<file path="src/rtl/dlx_mem_arbiter_if.sv">
// Bus bundle between the DLX requesters, the memory arbiter and the shared memory port.
// The arbiter uses the master modport; requesters plus memory form the slave side.
interface dlx_mem_arbiter_if #(
    parameter int ADDR_W = 32,
    parameter int DATA_W = 32,
    parameter int NUM_CH = 2
);
    logic [NUM_CH-1:0]        ch_enable;
    logic [NUM_CH-1:0]        ch_rnw;
    logic [NUM_CH*ADDR_W-1:0] ch_addr;
    logic [NUM_CH*DATA_W-1:0] ch_wdata;
    logic [NUM_CH-1:0]        ch_ready;
    logic [DATA_W-1:0]        ch_rdata;
    logic                     mem_enable;
    logic                     mem_rnw;
    logic [ADDR_W-1:0]        mem_addr;
    logic [DATA_W-1:0]        mem_wdata;
    logic [DATA_W-1:0]        mem_rdata;
    logic                     mem_ready;

    modport master (
        input  ch_enable, ch_rnw, ch_addr, ch_wdata, mem_rdata, mem_ready,
        output ch_ready, ch_rdata, mem_enable, mem_rnw, mem_addr, mem_wdata
    );

    modport slave (
        output ch_enable, ch_rnw, ch_addr, ch_wdata, mem_rdata, mem_ready,
        input  ch_ready, ch_rdata, mem_enable, mem_rnw, mem_addr, mem_wdata
    );
endinterface

</file>
<file path="src/rtl/dlx_mem_arbiter.sv">
// Round-robin N-channel arbiter onto one registered memory port, one transaction in flight.
// Optional BUSY-cycle abort is compiled in with the ARB_TIMEOUT_EN macro.
module dlx_mem_arbiter #(
    parameter int ADDR_W         = 32,
    parameter int DATA_W         = 32,
    parameter int NUM_CH         = 2,
    parameter int TIMEOUT_CYCLES = 255
) (
    input  logic                      clk,
    input  logic                      rst,
    dlx_mem_arbiter_if.master         bus,
    output logic [$clog2(NUM_CH)-1:0] grant_id,
    output logic                      busy,
    output logic                      timeout_err
);
    localparam int GNT_W = $clog2(NUM_CH);

    localparam logic [1:0] ST_IDLE = 2'd0;
    localparam logic [1:0] ST_BUSY = 2'd1;
    localparam logic [1:0] ST_RESP = 2'd2;

    logic [1:0]       state;
    logic [GNT_W-1:0] last_grant;
    logic [GNT_W-1:0] winner;
    logic [GNT_W-1:0] idx;
    logic             found;
    logic             abort;

    // Search starts one past the previous winner so every held request is reached within NUM_CH grants.
    always_comb begin
        winner = '0;
        found  = 1'b0;
        idx    = last_grant;
        for (int k = 0; k < NUM_CH; k++) begin
            idx = (idx == GNT_W'(NUM_CH - 1)) ? '0 : idx + GNT_W'(1);
            if (!found && bus.ch_enable[idx]) begin
                found  = 1'b1;
                winner = idx;
            end
        end
    end

`ifdef ARB_TIMEOUT_EN
    localparam int CNT_W = $clog2(TIMEOUT_CYCLES + 1);

    logic [CNT_W-1:0] tmo_cnt;

    // The limit is reached on the edge ending the last allowed BUSY cycle; mem_ready on that cycle still wins.
    assign abort = (state == ST_BUSY) && !bus.mem_ready &&
                   (tmo_cnt == CNT_W'(TIMEOUT_CYCLES - 1));

    always_ff @(posedge clk) begin
        if (rst) begin
            tmo_cnt     <= '0;
            timeout_err <= 1'b0;
        end else begin
            timeout_err <= abort;
            if (state != ST_BUSY) begin
                tmo_cnt <= '0;
            end else if (!bus.mem_ready) begin
                tmo_cnt <= tmo_cnt + CNT_W'(1);
            end
        end
    end
`else
    assign abort       = 1'b0;
    assign timeout_err = 1'b0;
`endif

    always_ff @(posedge clk) begin
        if (rst) begin
            state          <= ST_IDLE;
            last_grant     <= GNT_W'(NUM_CH - 1);
            grant_id       <= '0;
            busy           <= 1'b0;
            bus.mem_enable <= 1'b0;
            bus.mem_rnw    <= 1'b1;
            bus.mem_addr   <= '0;
            bus.mem_wdata  <= '0;
            bus.ch_ready   <= '0;
            bus.ch_rdata   <= '0;
        end else begin
            case (state)
                ST_IDLE: begin
                    if (found) begin
                        bus.mem_enable <= 1'b1;
                        bus.mem_rnw    <= bus.ch_rnw[winner];
                        bus.mem_addr   <= bus.ch_addr[int'(winner)*ADDR_W +: ADDR_W];
                        bus.mem_wdata  <= bus.ch_wdata[int'(winner)*DATA_W +: DATA_W];
                        grant_id       <= winner;
                        last_grant     <= winner;
                        busy           <= 1'b1;
                        state          <= ST_BUSY;
                    end
                end
                ST_BUSY: begin
                    // mem_* stay frozen here; only completion or abort moves the FSM on.
                    if (bus.mem_ready) begin
                        bus.mem_enable <= 1'b0;
                        bus.ch_ready   <= NUM_CH'(1) << grant_id;
                        if (bus.mem_rnw) begin
                            bus.ch_rdata <= bus.mem_rdata;
                        end
                        state <= ST_RESP;
                    end else if (abort) begin
                        bus.mem_enable <= 1'b0;
                        bus.ch_ready   <= NUM_CH'(1) << grant_id;
                        bus.ch_rdata   <= {DATA_W{1'b1}};
                        state          <= ST_RESP;
                    end
                end
                ST_RESP: begin
                    bus.ch_ready <= '0;
                    busy         <= 1'b0;
                    state        <= ST_IDLE;
                end
                default: begin
                    state <= ST_IDLE;
                end
            endcase
        end
    end
endmodule

</file>
<file path="src/flat_wrapper.sv">
// flat-port wrapper written by rule: the top's interface ports become plain ports
module dlx_mem_arbiter_flat 
#(
    parameter int ADDR_W         = 32,
    parameter int DATA_W         = 32,
    parameter int NUM_CH         = 2,
    parameter int TIMEOUT_CYCLES = 255
)
  (clk, rst, grant_id, busy, timeout_err, bus_ch_enable, bus_ch_rnw, bus_ch_addr, bus_ch_wdata, bus_mem_rdata, bus_mem_ready, bus_ch_ready, bus_ch_rdata, bus_mem_enable, bus_mem_rnw, bus_mem_addr, bus_mem_wdata);
  dlx_mem_arbiter_if #(.ADDR_W(ADDR_W), .DATA_W(DATA_W), .NUM_CH(NUM_CH)) bus_i ();
  input  logic clk;
  input  logic rst;
  output logic [$clog2(NUM_CH)-1:0] grant_id;
  output logic busy;
  output logic timeout_err;
  input wire logic [$bits(bus_i.ch_enable)-1:0] bus_ch_enable;
  input wire logic [$bits(bus_i.ch_rnw)-1:0] bus_ch_rnw;
  input wire logic [$bits(bus_i.ch_addr)-1:0] bus_ch_addr;
  input wire logic [$bits(bus_i.ch_wdata)-1:0] bus_ch_wdata;
  input wire logic [$bits(bus_i.mem_rdata)-1:0] bus_mem_rdata;
  input wire logic [$bits(bus_i.mem_ready)-1:0] bus_mem_ready;
  output wire logic [$bits(bus_i.ch_ready)-1:0] bus_ch_ready;
  output wire logic [$bits(bus_i.ch_rdata)-1:0] bus_ch_rdata;
  output wire logic [$bits(bus_i.mem_enable)-1:0] bus_mem_enable;
  output wire logic [$bits(bus_i.mem_rnw)-1:0] bus_mem_rnw;
  output wire logic [$bits(bus_i.mem_addr)-1:0] bus_mem_addr;
  output wire logic [$bits(bus_i.mem_wdata)-1:0] bus_mem_wdata;
  assign bus_i.ch_enable = bus_ch_enable;
  assign bus_i.ch_rnw = bus_ch_rnw;
  assign bus_i.ch_addr = bus_ch_addr;
  assign bus_i.ch_wdata = bus_ch_wdata;
  assign bus_i.mem_rdata = bus_mem_rdata;
  assign bus_i.mem_ready = bus_mem_ready;
  assign bus_ch_ready = bus_i.ch_ready;
  assign bus_ch_rdata = bus_i.ch_rdata;
  assign bus_mem_enable = bus_i.mem_enable;
  assign bus_mem_rnw = bus_i.mem_rnw;
  assign bus_mem_addr = bus_i.mem_addr;
  assign bus_mem_wdata = bus_i.mem_wdata;
  dlx_mem_arbiter #(.ADDR_W(ADDR_W), .DATA_W(DATA_W), .NUM_CH(NUM_CH), .TIMEOUT_CYCLES(TIMEOUT_CYCLES)) u_core (.clk(clk), .rst(rst), .bus(bus_i), .grant_id(grant_id), .busy(busy), .timeout_err(timeout_err));
endmodule
</file>
<file path="config.mk">
export PLATFORM = sky130hd
export DESIGN_NAME = dlx_mem_arbiter_flat
export DESIGN_NICKNAME = d
export VERILOG_FILES = /design/src/rtl/dlx_mem_arbiter_if.sv /design/src/rtl/dlx_mem_arbiter.sv /design/src/flat_wrapper.sv
export SDC_FILE = /design/constraint.sdc
export NUM_CORES = 1
export LEC_CHECK = 0
export BUFFER_PORTS_ARGS = -buffer_cell sky130_fd_sc_hd__buf_2
export CAP_MARGIN = 0
export CORE_AREA = 2 2 104 106
export CTS_CLUSTER_DIAMETER = 30
export DETAILED_ROUTE_END_ITERATION = 16
export DIE_AREA = 0 0 106 108
export HOLD_SLACK_MARGIN = 0.02
export PLACE_DENSITY_LB_ADDON = 0.3
export SLEW_MARGIN = 15
export SYNTH_ARGS = -nofsm -noshare
export SYNTH_HDL_FRONTEND = slang
export SYNTH_SLANG_ARGS = --single-unit
</file>
<file path="constraint.sdc">
create_clock -name clk -period 3.5 [get_ports clk]
set_input_delay 0.525 -clock clk [delete_from_list [all_inputs] [get_ports clk]]
set_output_delay 0.525 -clock clk [all_outputs]
set_load 0.005 [all_outputs]
</file>
Yosys cells after proc, flatten, opt, wreduce, memory -nomap -nowiden
Cells that the tools add are included.

$add $sub $neg: 2. Magnitude comparators: 3. Eq/ne operators: 4. Shift-type cells: 3. Muxes and demuxes: 21. Reductions and logical operators: 12.

Operators by type and width (number): 64-bit by 7-bit variable part select with 32-bit output (2); 1-bit two-way mux (14); 2-bit case mux with 2 select lines (2); 2-bit AND reduction (4); 1-bit by 2-bit < comparator with 1-bit output (second input constant) (3); 2-bit two-way mux (3); 3-bit AND reduction (2); 2-bit nonzero test (3); 1-bit case mux with 2 select lines (2); 1-bit adder (second input constant) (2); 2-bit by 1-bit equality test with 1-bit output (second input constant) (1); 2-bit equality test (second input constant) (1); 2-bit zero test (1); 2-bit by 1-bit != test with 1-bit output (second input constant) (1); 2-bit != test (second input constant) (1); 1-bit by 1-bit left shift with 2-bit output (first input constant) (1); 1-bit logical AND (1); 1-bit zero test (1).

Register bits: 105. Input bits: 167. Output and inout port bits: 103. Word-level logic and storage cells: 55.

Logic depth before layout (Yosys ltp)
Word-level depth: 10. Gate-level depth with buffers: 8. Gate-level depth less buffers: 4.

Worst setup path after synthesis
OpenSTA, ideal clock, no wires.

Path type: input to register. Start: in rst. End: reg u_core.bus.mem_addr[7]. Library setup time: 0.144 ns. Data arrival time: 1.377 ns. Required time: 3.356 ns. Path slack: 1.979 ns. Cell stages on the path: 4. Buffers on the path: 3. Path through: buf_2 clkbuf_1 clkbuf_1 a311oi_1.

RTL lines: start, declared (line flat_wrapper.sv:12) `input logic rst;`; end signal, assigned (line dlx_mem_arbiter.sv:88) `bus.mem_addr <= bus.ch_addr[int'(winner)*ADDR_W +: ADDR_W];`; end, declared (line dlx_mem_arbiter_if.sv:23) `output ch_ready, ch_rdata, mem_enable, mem_rnw, mem_addr, mem_wdata`.

No word-level cell between the ends.

Worst setup path in the final report
Start: reg u_core.state[0]. End: reg u_core.bus.mem_wdata[23].

Longest elaborated chain between the ends: 2.

RTL lines: start, declared (line dlx_mem_arbiter.sv:22) `logic [1:0] state;`; start signal, assigned (line dlx_mem_arbiter.sv:72) `state <= ST_IDLE;`; start signal, assigned (line dlx_mem_arbiter.sv:93) `state <= ST_BUSY;`; start signal, assigned (line dlx_mem_arbiter.sv:104) `state <= ST_RESP;`; 2-bit zero test (line dlx_mem_arbiter.sv:83) `case (state)`; 2-bit AND reduction (no source line); end signal, assigned (line dlx_mem_arbiter.sv:89) `bus.mem_wdata <= bus.ch_wdata[int'(winner)*DATA_W +: DATA_W];`; end, declared (line dlx_mem_arbiter_if.sv:23).

No other way between the ends. A chain may end at the register's enable or synchronous reset.

==> metrics.cfg <==
[drt]
via_per_inst = 5.00
drt-initial-drc-count = 282
drc_errors = 0
avgRoutedWirePerCell_um = 14.2
first_pass_iters = 4
num_vias = 4608
antenna_left = 0
wl_mm = 13.0

[synthesis]
netlist.area_leader.share = 0.468
yosys_register_bits = 105
synth_area_sq_um = 4490
synthTopCellsByArea = dfxtp_1 47%, nand2_1 16%, a311oi_2 10%, a311oi_1 6.6%, nor2_1 5.8%
synthesis.nets = 712
synth.distinct_cells = 29
syn_avg_cell_area_sq_um = 8.24
syn_inst = 545
ys_seq_area_frac = 0.468
synth_top_area_cell = dfxtp_1
yosysWarningCount = 0

[grt]
met2_usage = 0.395
antenna_found_initial = 0
grt_pass1_vias = 4429
grtUsageTotal = 0.222
grt_use_met1 = 0.254
gr-total-overflow = 0
grt_busiest_layer = met2
grt_max_degree = 79
grt.met3_usage = 0.0651
grt_pass1_wl_mm = 20.4

[power_and_ir_drop]
cellPowerDensity_nw_per_um2 = 457
p_total_uw = 2740
peakVddDrop_mv = 0.203
leakage_uw = 0.00286

[placement]
port_buffers = 268
dp_hpwl_mm = 9.67
placed_area_sq_um = 5790
gp_congestion = 0.826

[critical_path]
r2r_slack_ns = 1.35
crit_required_ns = 3.77
critPathKind = flip-flop to flip-flop
worst_setup_path_start_kind = flip-flop
cp-startpoint = u_core.state[0]$_SDFFE_PP0P_
end_kind = flip-flop
r2r_start = u_core.state[0]$_SDFFE_PP0P_
critPathMaxFanout = 78
worstPathArrival_ns = 2.42

[final_layout]
num_antenna_cells = 0
syn_to_final_growth_pct = 33.7
final_cell_area_sq_um = 6010
drive_gt1_frac = 0.413
fin_nets = 947

[clock_network]
ctsRootBufferMaster = clkbuf_8
clk_path_buf_depth = 2
post_cts_buffers = 0
clk_pin_slew_worst_paths_ns = 0.10
cts_tree = yes
clock-sinks = 105
cts_resized = 0
htreeDepth = 3
numCtsBuffers = 9
insertion_delay_ns = 0.36
hold_buffers = 0

[run_status]
outcome = completed

[floorplan]
rows = 37
dieWidth_um = 106
dieArea_sq_um = 11400
die_h_um = 108
coreArea_sq_um = 10200
initial_core_util = 0.439
io_pins = 270

[timing]
hold_viol = 0
setup_viol = 0
skew_ns = 0.00925
hold_ws_ns = 0.395
setup-tns-final_ns = 0
worstMarginPinSlew_ns = 1.02
finalMaxSlewViolations = 0
rsz0062_at_grt = false
relSlewSlack = 0.317
timing.fmax_mhz = 465
min_period_ns = 2.15
timing.final.crit_share = 0.614

[min_path]
hold_start = bus_mem_rdata[16]
min_path_type = input pin to flip-flop

[job]
drv_cap = 0

## layer usage
metal / wire length (um) / share of wire
met5: 0 / 0
met1: 5280 / 0.40
met4: 286 / 0.022
met2: 6460 / 0.49
met3: 1020 / 0.078
## through the flow
stage	utilization	worst slack (ns)	instances
2_1_floorplan	-	1.98	545
3_3_place_gp	0.566	1.33	904
3_5_place_dp	0.566	1.27	904
4_1_cts	0.586	1.24	920
5_1_grt	0.587	1.12	921
6_report	0.587	1.35	921
## area by class of cell
class                   instances  area [sq um]
flip-flops and latches        105          2100
clock inverters                 5          63.8
repair buffers                275          1410
inverters                       2          7.51
well taps                     136           170
fillers                       981          4230
clock buffers                  11           141
multi-input cells             387          2110
## flip-flops by register name (all words and copies together) (netlist names)
signal,cells
u_core.bus.ch_rdata,32
u_core.bus.ch_ready,2
u_core.bus.mem_addr,32
u_core.bus.mem_enable,1
u_core.bus.mem_rnw,1
u_core.bus.mem_wdata,32
u_core.busy,1
u_core.grant_id,1
u_core.last_grant,1
u_core.state,2
## layout by cell type, fill, tap and decap left out
master,Yosys,routed
nor2b_1,2,2
clkinv_4,0,2
inv_6,0,1
clkinvlp_4,0,1
and3_1,1,1
nor4b_1,1,1
a21oi_1,36,36
dfxtp_1,105,105
a221o_1,1,1
a21bo_2,1,1
buf_2,20,267
clkbuf_8,0,10
buf_12,0,1
and4_1,1,1
nand2_1,197,197
a21boi_4,0,1
nand4_1,1,1
bufinv_16,0,1
a311oi_2,30,30
buf_4,7,6
nor2_8,1,1
o31ai_1,1,1
o21a_4,0,1
inv_1,2,2
conb_1,1,1
clkbuf_1,16,1
o21bai_1,1,1
a311oi_1,34,34
nand3_1,1,1
a22oi_1,3,3
buf_6,6,1
nor2_1,69,69
o21ai_0,2,2
a22o_1,1,1
## synth_stat cells (all sizes together)
cell type,count
a21bo,1
a21boi,1
a21oi,36
a221o,1
a22o,1
a22oi,3
a311oi,64
and3,1
and4,1
buf,35
clkbuf,16
conb,1
dfxtp,105
inv,2
nand2,197
nand3,1
nand4,1
nor2,70
nor2b,2
nor4b,1
o21a,1
o21ai,2
o21bai,1
o31ai,1
## logic make-up after synthesis
kind of cell    after synthesis  synth area share
simple gates                274             0.237
buf+inv                      53            0.0658
flops                       105             0.468
compound gates              112             0.228
other cells                   1          0.000835
## path summary, 6_finish.rpt
| path | cells after the start | endpoint |
|---|---|---|
| setup / recovery | 5 | u_core.bus.mem_wdata[23]$_SDFFE_PP0P_ |
| hold / removal | 3 | u_core.bus.ch_rdata[16]$_SDFFE_PP0P_ |
| setup reg to reg | 5 | u_core.bus.mem_wdata[23]$_SDFFE_PP0P_ |
| hold reg to reg | 2 | u_core.bus.ch_rdata[25]$_SDFFE_PP0P_ |
## worst max-delay path: stages, from the launching register on
cell	delay (ns)
dfxtp_1	0.45
nor2_8	0.17
o21a_4	0.72
buf_12	0.34
nor2_1	0.08
a311oi_2	0.25
## power by group
part | switching [uW] | internal (uW) | leakage [uW] | total [uW]
sequential | 64.8 | 1310 | 0.000866 | 1370
combinational | 328 | 272 | 0.00190 | 600
clock | 416 | 356 | 0.000100 | 772
Note: power is estimated with default switching activity, not from simulation.
